## config.mk

```make
export PLATFORM = sky130hd
export DESIGN_NAME = sram_port_arbiter
export DESIGN_NICKNAME = d
export VERILOG_FILES = /design/src/rtl/sram_port_arbiter_pkg.sv /design/src/rtl/sram_port_arbiter_rr_arb2.sv /design/src/rtl/sram_port_arbiter.sv
export SDC_FILE = /design/constraint.sdc
export NUM_CORES = 1
export LEC_CHECK = 0
export CORE_UTILIZATION = 39
export CTS_CLUSTER_DIAMETER = 80
export DETAILED_ROUTE_END_ITERATION = 16
export PLACE_DENSITY = 0.76
export SLEW_MARGIN = 10
export SYNTH_ARGS = -nofsm -noshare
export SYNTH_HDL_FRONTEND = slang
export SYNTH_SLANG_ARGS = --single-unit
```

## constraint.sdc

```tcl
create_clock -name clk -period 5.1 [get_ports clk]
set_input_delay 0.51 -clock clk [delete_from_list [all_inputs] [get_ports clk]]
set_output_delay 0.51 -clock clk [all_outputs]
set_load 0.02 [all_outputs]
```

## src/rtl/sram_port_arbiter_pkg.sv

```systemverilog
// Shared definitions for the two-port SRAM arbiter.
//   state_e : arbiter FSM state encoding
//   gnt_e   : which requester owns the current/last access
//   ADDR_W, DATA_W : SRAM address and data widths
package sram_port_arbiter_pkg;

    localparam int unsigned ADDR_W = 32;
    localparam int unsigned DATA_W = 32;

    typedef enum logic [1:0] {
        IDLE  = 2'd0,
        ISSUE = 2'd1,
        WAIT  = 2'd2,
        RESP  = 2'd3
    } state_e;

    typedef enum logic {
        GNT_INST = 1'b0,
        GNT_DATA = 1'b1
    } gnt_e;

endpackage

```

## src/rtl/sram_port_arbiter_rr_arb2.sv

```systemverilog
// Two-way round-robin selector, purely combinational.
//   req   : request vector, bit 0 = fetch, bit 1 = load/store
//   last  : requester granted most recently
//   gnt   : selected requester (meaningful only when valid=1)
//   valid : at least one request is pending
module rr_arb2
    import sram_port_arbiter_pkg::*;
(
    input  logic [1:0] req,
    input  gnt_e       last,
    output gnt_e       gnt,
    output logic       valid
);

    always_comb begin
        valid = |req;
        gnt   = GNT_INST;
        if (&req) begin
            // Contention: hand the port to whoever did not have it last.
            gnt = (last == GNT_INST) ? GNT_DATA : GNT_INST;
        end else if (req[1]) begin
            gnt = GNT_DATA;
        end
    end

endmodule

```

## src/rtl/sram_port_arbiter.sv

```systemverilog
// Shares one single-ported synchronous SRAM between a fetch port and a
// load/store port. Each access takes a fixed four-cycle IDLE/ISSUE/WAIT/RESP
// sequence: grant sampled in IDLE, SRAM strobed in ISSUE, read data captured
// in WAIT, one-cycle ack in RESP.
//   clk, reset                       : clock, async active-high reset
//   inst_req/addr -> inst_rdata/ack  : fetch port (read only)
//   data_req/we/addr/wdata -> data_rdata/ack : load/store port
//   sram_en/we/addr/wdata, sram_rdata: SRAM side, rdata valid one cycle after en
//   busy                             : high whenever the FSM is not in IDLE
module sram_port_arbiter
    import sram_port_arbiter_pkg::*;
(
    input  logic              clk,
    input  logic              reset,
    input  logic              inst_req,
    input  logic [ADDR_W-1:0] inst_addr,
    output logic [DATA_W-1:0] inst_rdata,
    output logic              inst_ack,
    input  logic              data_req,
    input  logic              data_we,
    input  logic [ADDR_W-1:0] data_addr,
    input  logic [DATA_W-1:0] data_wdata,
    output logic [DATA_W-1:0] data_rdata,
    output logic              data_ack,
    output logic              sram_en,
    output logic              sram_we,
    output logic [ADDR_W-1:0] sram_addr,
    output logic [DATA_W-1:0] sram_wdata,
    input  logic [DATA_W-1:0] sram_rdata,
    output logic              busy
);

    state_e            state_q, state_d;
    gnt_e              last_grant_q;  // also identifies the in-flight owner
    logic              we_q;
    logic [DATA_W-1:0] resp_q, resp_d;
    logic [DATA_W-1:0] inst_rdata_q, data_rdata_q;
    logic              sram_en_q, sram_we_q;
    logic [ADDR_W-1:0] sram_addr_q;
    logic [DATA_W-1:0] sram_wdata_q;

    gnt_e              arb_gnt;
    logic              arb_valid;
    logic              grant;
    logic              sel_we;
    logic [ADDR_W-1:0] sel_addr;
    logic [DATA_W-1:0] sel_wdata;

    rr_arb2 u_rr_arb2 (
        .req   ({data_req, inst_req}),
        .last  (last_grant_q),
        .gnt   (arb_gnt),
        .valid (arb_valid)
    );

    always_comb begin
        state_d = state_q;
        unique case (state_q)
            IDLE:  if (arb_valid) state_d = ISSUE;
            ISSUE: state_d = WAIT;
            WAIT:  state_d = RESP;
            RESP:  state_d = IDLE;
        endcase
    end

    assign grant     = (state_q == IDLE) && arb_valid;
    assign sel_we    = (arb_gnt == GNT_DATA) && data_we;
    assign sel_addr  = (arb_gnt == GNT_DATA) ? data_addr : inst_addr;
    assign sel_wdata = (arb_gnt == GNT_DATA) ? data_wdata : '0;

    // Stores leave the response register untouched.
    assign resp_d = we_q ? resp_q : sram_rdata;

    always_ff @(posedge clk or posedge reset) begin
        if (reset) begin
            state_q      <= IDLE;
            last_grant_q <= GNT_INST;
            we_q         <= 1'b0;
            resp_q       <= '0;
            inst_rdata_q <= '0;
            data_rdata_q <= '0;
            sram_en_q    <= 1'b0;
            sram_we_q    <= 1'b0;
            sram_addr_q  <= '0;
            sram_wdata_q <= '0;
        end else begin
            state_q <= state_d;
            // The SRAM strobe registers double as the captured address/data:
            // loaded on the grant edge so they are live exactly for ISSUE,
            // and cleared on every other edge.
            sram_en_q    <= grant;
            sram_we_q    <= grant && sel_we;
            sram_addr_q  <= grant ? sel_addr : '0;
            sram_wdata_q <= grant ? sel_wdata : '0;
            if (grant) begin
                last_grant_q <= arb_gnt;
                we_q         <= sel_we;
            end
            if (state_q == WAIT) begin
                resp_q <= resp_d;
                if (last_grant_q == GNT_INST) begin
                    inst_rdata_q <= resp_d;
                end else begin
                    data_rdata_q <= resp_d;
                end
            end
        end
    end

    assign busy       = (state_q != IDLE);
    assign inst_ack   = (state_q == RESP) && (last_grant_q == GNT_INST);
    assign data_ack   = (state_q == RESP) && (last_grant_q == GNT_DATA);
    assign inst_rdata = inst_rdata_q;
    assign data_rdata = data_rdata_q;
    assign sram_en    = sram_en_q;
    assign sram_we    = sram_we_q;
    assign sram_addr  = sram_addr_q;
    assign sram_wdata = sram_wdata_q;

endmodule

```

==> qor.tcl <==
set qor(setup_total_negative_slack_ns) 0
set qor(vias_per_cell) 4.80
set qor(grt_start_max_net_pins) 81
set qor(route.final.wire_length_mm) 17.3
set qor(design.core.area_sq_um) 16500
set qor(power_per_cell_area_nw_per_um2) 609
set qor(stdcell_area_sq_um) 10000
set qor(final_antenna_net_count) 0
set qor(maximum_level_of_the_cts_h_tree) 4
set qor(leakage_power_uw) 0.00430
set qor(post_dp_cell_area_sq_um) 9330
set qor(number_of_buffers_created_by_cts) 17
set qor(power_report.internal_total_uw) 3980
set qor(max-cap-violations) 0
set qor(final_nets) 941
set qor(slew_violations) 0
set qor(worstPathMaxFanout) 4
set qor(rsz0062_at_grt) {false}
set qor(yosysTopAreaCell) {sky130_fd_sc_hd__dfrtp_1}
set qor(switching_share_pct) 34.8
set qor(layout.filler_cells) 1342
set qor(synthesis.instances) 553
set qor(timing.critical_path.arrival_ns) 1.85
set qor(postSynthRegisterBits) 166
set qor(finClkSkew_ns) 0.00733
set qor(starting_density_pct) 39.8
set qor(seq_area_frac_synth_pct) 63.1
set qor(grt_pass1_vias) 5017
set qor(clk_transition_reported_paths_ns) 0.06
set qor(setup_violations) 0
set qor(cts_tree) {built}
set qor(setup.worst_path.class) {register to output port}
set qor(areaGrowthSynthToFinish_pct) 52.1
set qor(io_pins) 266
set qor(synth_top_area_share_pct) 63.1
set qor(synthDistinctLibCells) 27
set qor(number_of_diodes) 0
set qor(gp_congestion) 0.783
set qor(antenna_violations_before_repair) 0
set qor(synth_nets) 689
set qor(num_rows) 47
set qor(drive_above_1_share_pct) 9.78
set qor(clock_tree.root_cell) {sky130_fd_sc_hd__clkbuf_16}
set qor(combinationalPowerShare_pct) 42.1
set qor(synth-warning-count) 0
set qor(floorplan.die_area_sq_um) 17400
set qor(buffer_ports.inserted) 265
set qor(worst_slew_margin_rel_pct) 29.9
set qor(data_required_critical_path_ns) 4.59
set qor(post-cts-setup-buffer-count) 0
set qor(wire_length_of_the_first_global_routing_pass_mm) 27.5
set qor(tightestPinTransition_ns) 1.05
set qor(worst_setup_path_end_kind) {output port}
set qor(wl_per_cell_um) 16.6
set qor(final-hold-violation-count) 0
set qor(die_width_um) 132
set qor(firstDrtPassIters) 4
set qor(non_filler_instance_count_after_layout) 1038
set qor(post_cts_resize_count) 0
set qor(worst_setup_path_start_kind) {register}
set qor(insertion_delay_ns) 0.42
set qor(power.sequential.fraction_pct) 33.9
set qor(detailedPlacementHpwl_mm) 12.4
set qor(cts_buffer_depth) 2
set qor(layout_worst_path_cycle_share_pct) 46.3
set qor(finalWorstSetupSlack_ns) 2.74
set qor(clock_sink_count) 166
set qor(worstHoldPathType) {register to register}
set qor(pre_cts_slack_ns) 2.63
set qor(grt.total_usage_pct) 20.8
set qor(syn_area_per_cell_sq_um) 11.9
set qor(clockPowerShare_pct) 24.0
set qor(grt_overflow_total) 0
set qor(route.detailed.drc) 0
set qor(power.switching_uw) 2120
set qor(placedCellCount) 1006
set qor(multi_input_comb_area_sq_um) 2170
set qor(hold_buffers) 0
set qor(period_needed_ns) 2.36
set qor(drt_first_iter_violations) 213
set qor(irDropWorstVdd_mv) 0.315
set qor(detailroute.via_count) 4985
set qor(status) {finished clean}
set qor(clock.fmax_ghz) 0.423
set qor(syn-cell-area_sq_um) 6580
set qor(die_h_um) 132
set qor(area.sequential_sq_um) 4160
set qor(synth_area_leaders) {sky130_fd_sc_hd__dfrtp_1, sky130_fd_sc_hd__mux2_4, sky130_fd_sc_hd__nand2_1}
[critical path: stages, from the launching register on]
cell and delay, ns:
sky130_fd_sc_hd__dfrtp_1 0.39, sky130_fd_sc_hd__ha_1 0.21, sky130_fd_sc_hd__nor2b_1 0.19, sky130_fd_sc_hd__clkdlybuf4s50_1 0.64
[stage by stage]
| stage | power [uW] | hold slack (ns) | util, % |
|---|---|---|---|
| CTS | 6170 | 0.486 | 60.5 |
| global route | 6440 | 0.508 | 60.6 |
| floorplan | 3640 | 0.480 | - |
| finish | 6100 | 0.479 | 60.6 |
| detailed placement | 4680 | 0.471 | 56.4 |
| global placement | 4620 | 0.461 | 56.4 |
[placed cells by master, fill, tap and decap left out, types with 2 or more instances in the layout]
master	netlist	routed
sky130_fd_sc_hd__a21oi_1	33	33
sky130_fd_sc_hd__a31oi_1	2	2
sky130_fd_sc_hd__and2_1	35	34
sky130_fd_sc_hd__buf_4	5	7
sky130_fd_sc_hd__bufinv_16	0	6
sky130_fd_sc_hd__clkbuf_16	0	17
sky130_fd_sc_hd__clkdlybuf4s50_1	0	265
sky130_fd_sc_hd__clkinvlp_4	0	4
sky130_fd_sc_hd__dfrtp_1	166	165
sky130_fd_sc_hd__ha_1	3	2
sky130_fd_sc_hd__inv_1	6	5
sky130_fd_sc_hd__inv_6	0	4
sky130_fd_sc_hd__mux2_2	2	2
sky130_fd_sc_hd__mux2_4	30	30
sky130_fd_sc_hd__mux2i_1	32	32
sky130_fd_sc_hd__nand2_1	98	98
sky130_fd_sc_hd__nor2_1	35	35
sky130_fd_sc_hd__o21ai_0	32	32
sky130_fd_sc_hd__o22ai_1	32	32
[layout make-up]
type,instances,share of cell area (%)
multi-input combinational,342,21.7
inverter,6,0.275
sequential,166,41.5
clock buffer,17,4.25
tap,220,2.75
timing repair buffer,272,27.0
clock inverter,15,2.50
[path summary, 6_finish.rpt]
| kind | cells after the start | start | to | slack [ns] |
|---|---|---|---|---|
| setup / recovery | 3 | state_q[1] | inst_ack | 2.74 |
| setup reg to reg | 5 | state_q[0] | sram_wdata[18] | 3.06 |
| hold / removal | 2 | inst_rdata[29] | inst_rdata[29] | 0.48 |
| max in group asynchronous | 3 | reset | sram_wdata[25] | 3.43 |
| hold reg to reg | 2 | inst_rdata[29] | inst_rdata[29] | 0.48 |
| min in group asynchronous | 2 | reset | last_grant_q | 0.60 |
[flip-flops by register name, indices dropped and copies added (netlist names)]
register      flops
last_grant_q      1
sram_addr        32
resp_q           32
we_q              1
sram_we           1
data_rdata       32
state_q           2
sram_wdata       32
sram_en           1
inst_rdata       32
[cells in the mapped netlist]
cell type / number
sky130_fd_sc_hd__and3_4: 1
sky130_fd_sc_hd__clkbuf_2: 2
sky130_fd_sc_hd__o21ai_0: 32
sky130_fd_sc_hd__nand2_1: 98
sky130_fd_sc_hd__buf_2: 18
sky130_fd_sc_hd__a31oi_1: 2
sky130_fd_sc_hd__and2_1: 35
sky130_fd_sc_hd__nor2b_1: 1
sky130_fd_sc_hd__nor2b_2: 1
sky130_fd_sc_hd__o21ai_1: 1
sky130_fd_sc_hd__ha_1: 3
sky130_fd_sc_hd__mux2_4: 30
sky130_fd_sc_hd__nor2_1: 35
sky130_fd_sc_hd__nand2b_1: 1
sky130_fd_sc_hd__clkbuf_1: 7
sky130_fd_sc_hd__mux2_2: 2
sky130_fd_sc_hd__o22ai_1: 32
sky130_fd_sc_hd__buf_4: 5
sky130_fd_sc_hd__a31o_2: 1
sky130_fd_sc_hd__buf_8: 3
sky130_fd_sc_hd__dfrtp_1: 166
sky130_fd_sc_hd__a21oi_1: 33
sky130_fd_sc_hd__mux2i_1: 32
sky130_fd_sc_hd__a21boi_0: 1
sky130_fd_sc_hd__inv_1: 6
sky130_fd_sc_hd__buf_6: 4
sky130_fd_sc_hd__o2bb2ai_1: 1
[power by group through the flow]
stage               clock network (uW)  logic, uW  registers (uW)
finish                            1460       2570            2070
global route                      1550       2770            2120
CTS                               1490       2600            2070
detailed placement                   0       2590            2090
global placement                     0       2540            2080
floorplan                            0       1180            2460
[layer usage]
| metal | up-vias | wire (um) | track usage (%) |
|---|---|---|---|
| li1 | 2358 | - | - |
| met1 | 2399 | 6690 | 24.4 |
| met2 | 200 | 8920 | 35.6 |
| met3 | 28 | 1150 | 5.81 |
| met4 | 0 | 515 | 9.30 |
| met5 | - | 0 | 0 |
[logic make-up (layout without fill, tap and decap cells)]
family | Yosys count | count (layout) | synth area share, %
simple gates | 172 | 172 | 11.4
fa+ha+maj | 3 | 3 | 0.571
flops | 166 | 166 | 63.1
mux | 64 | 64 | 12.1
compound gates | 103 | 103 | 8.63
buf+inv | 45 | 310 | 4.20
Note: power is estimated with default switching activity, not from simulation.
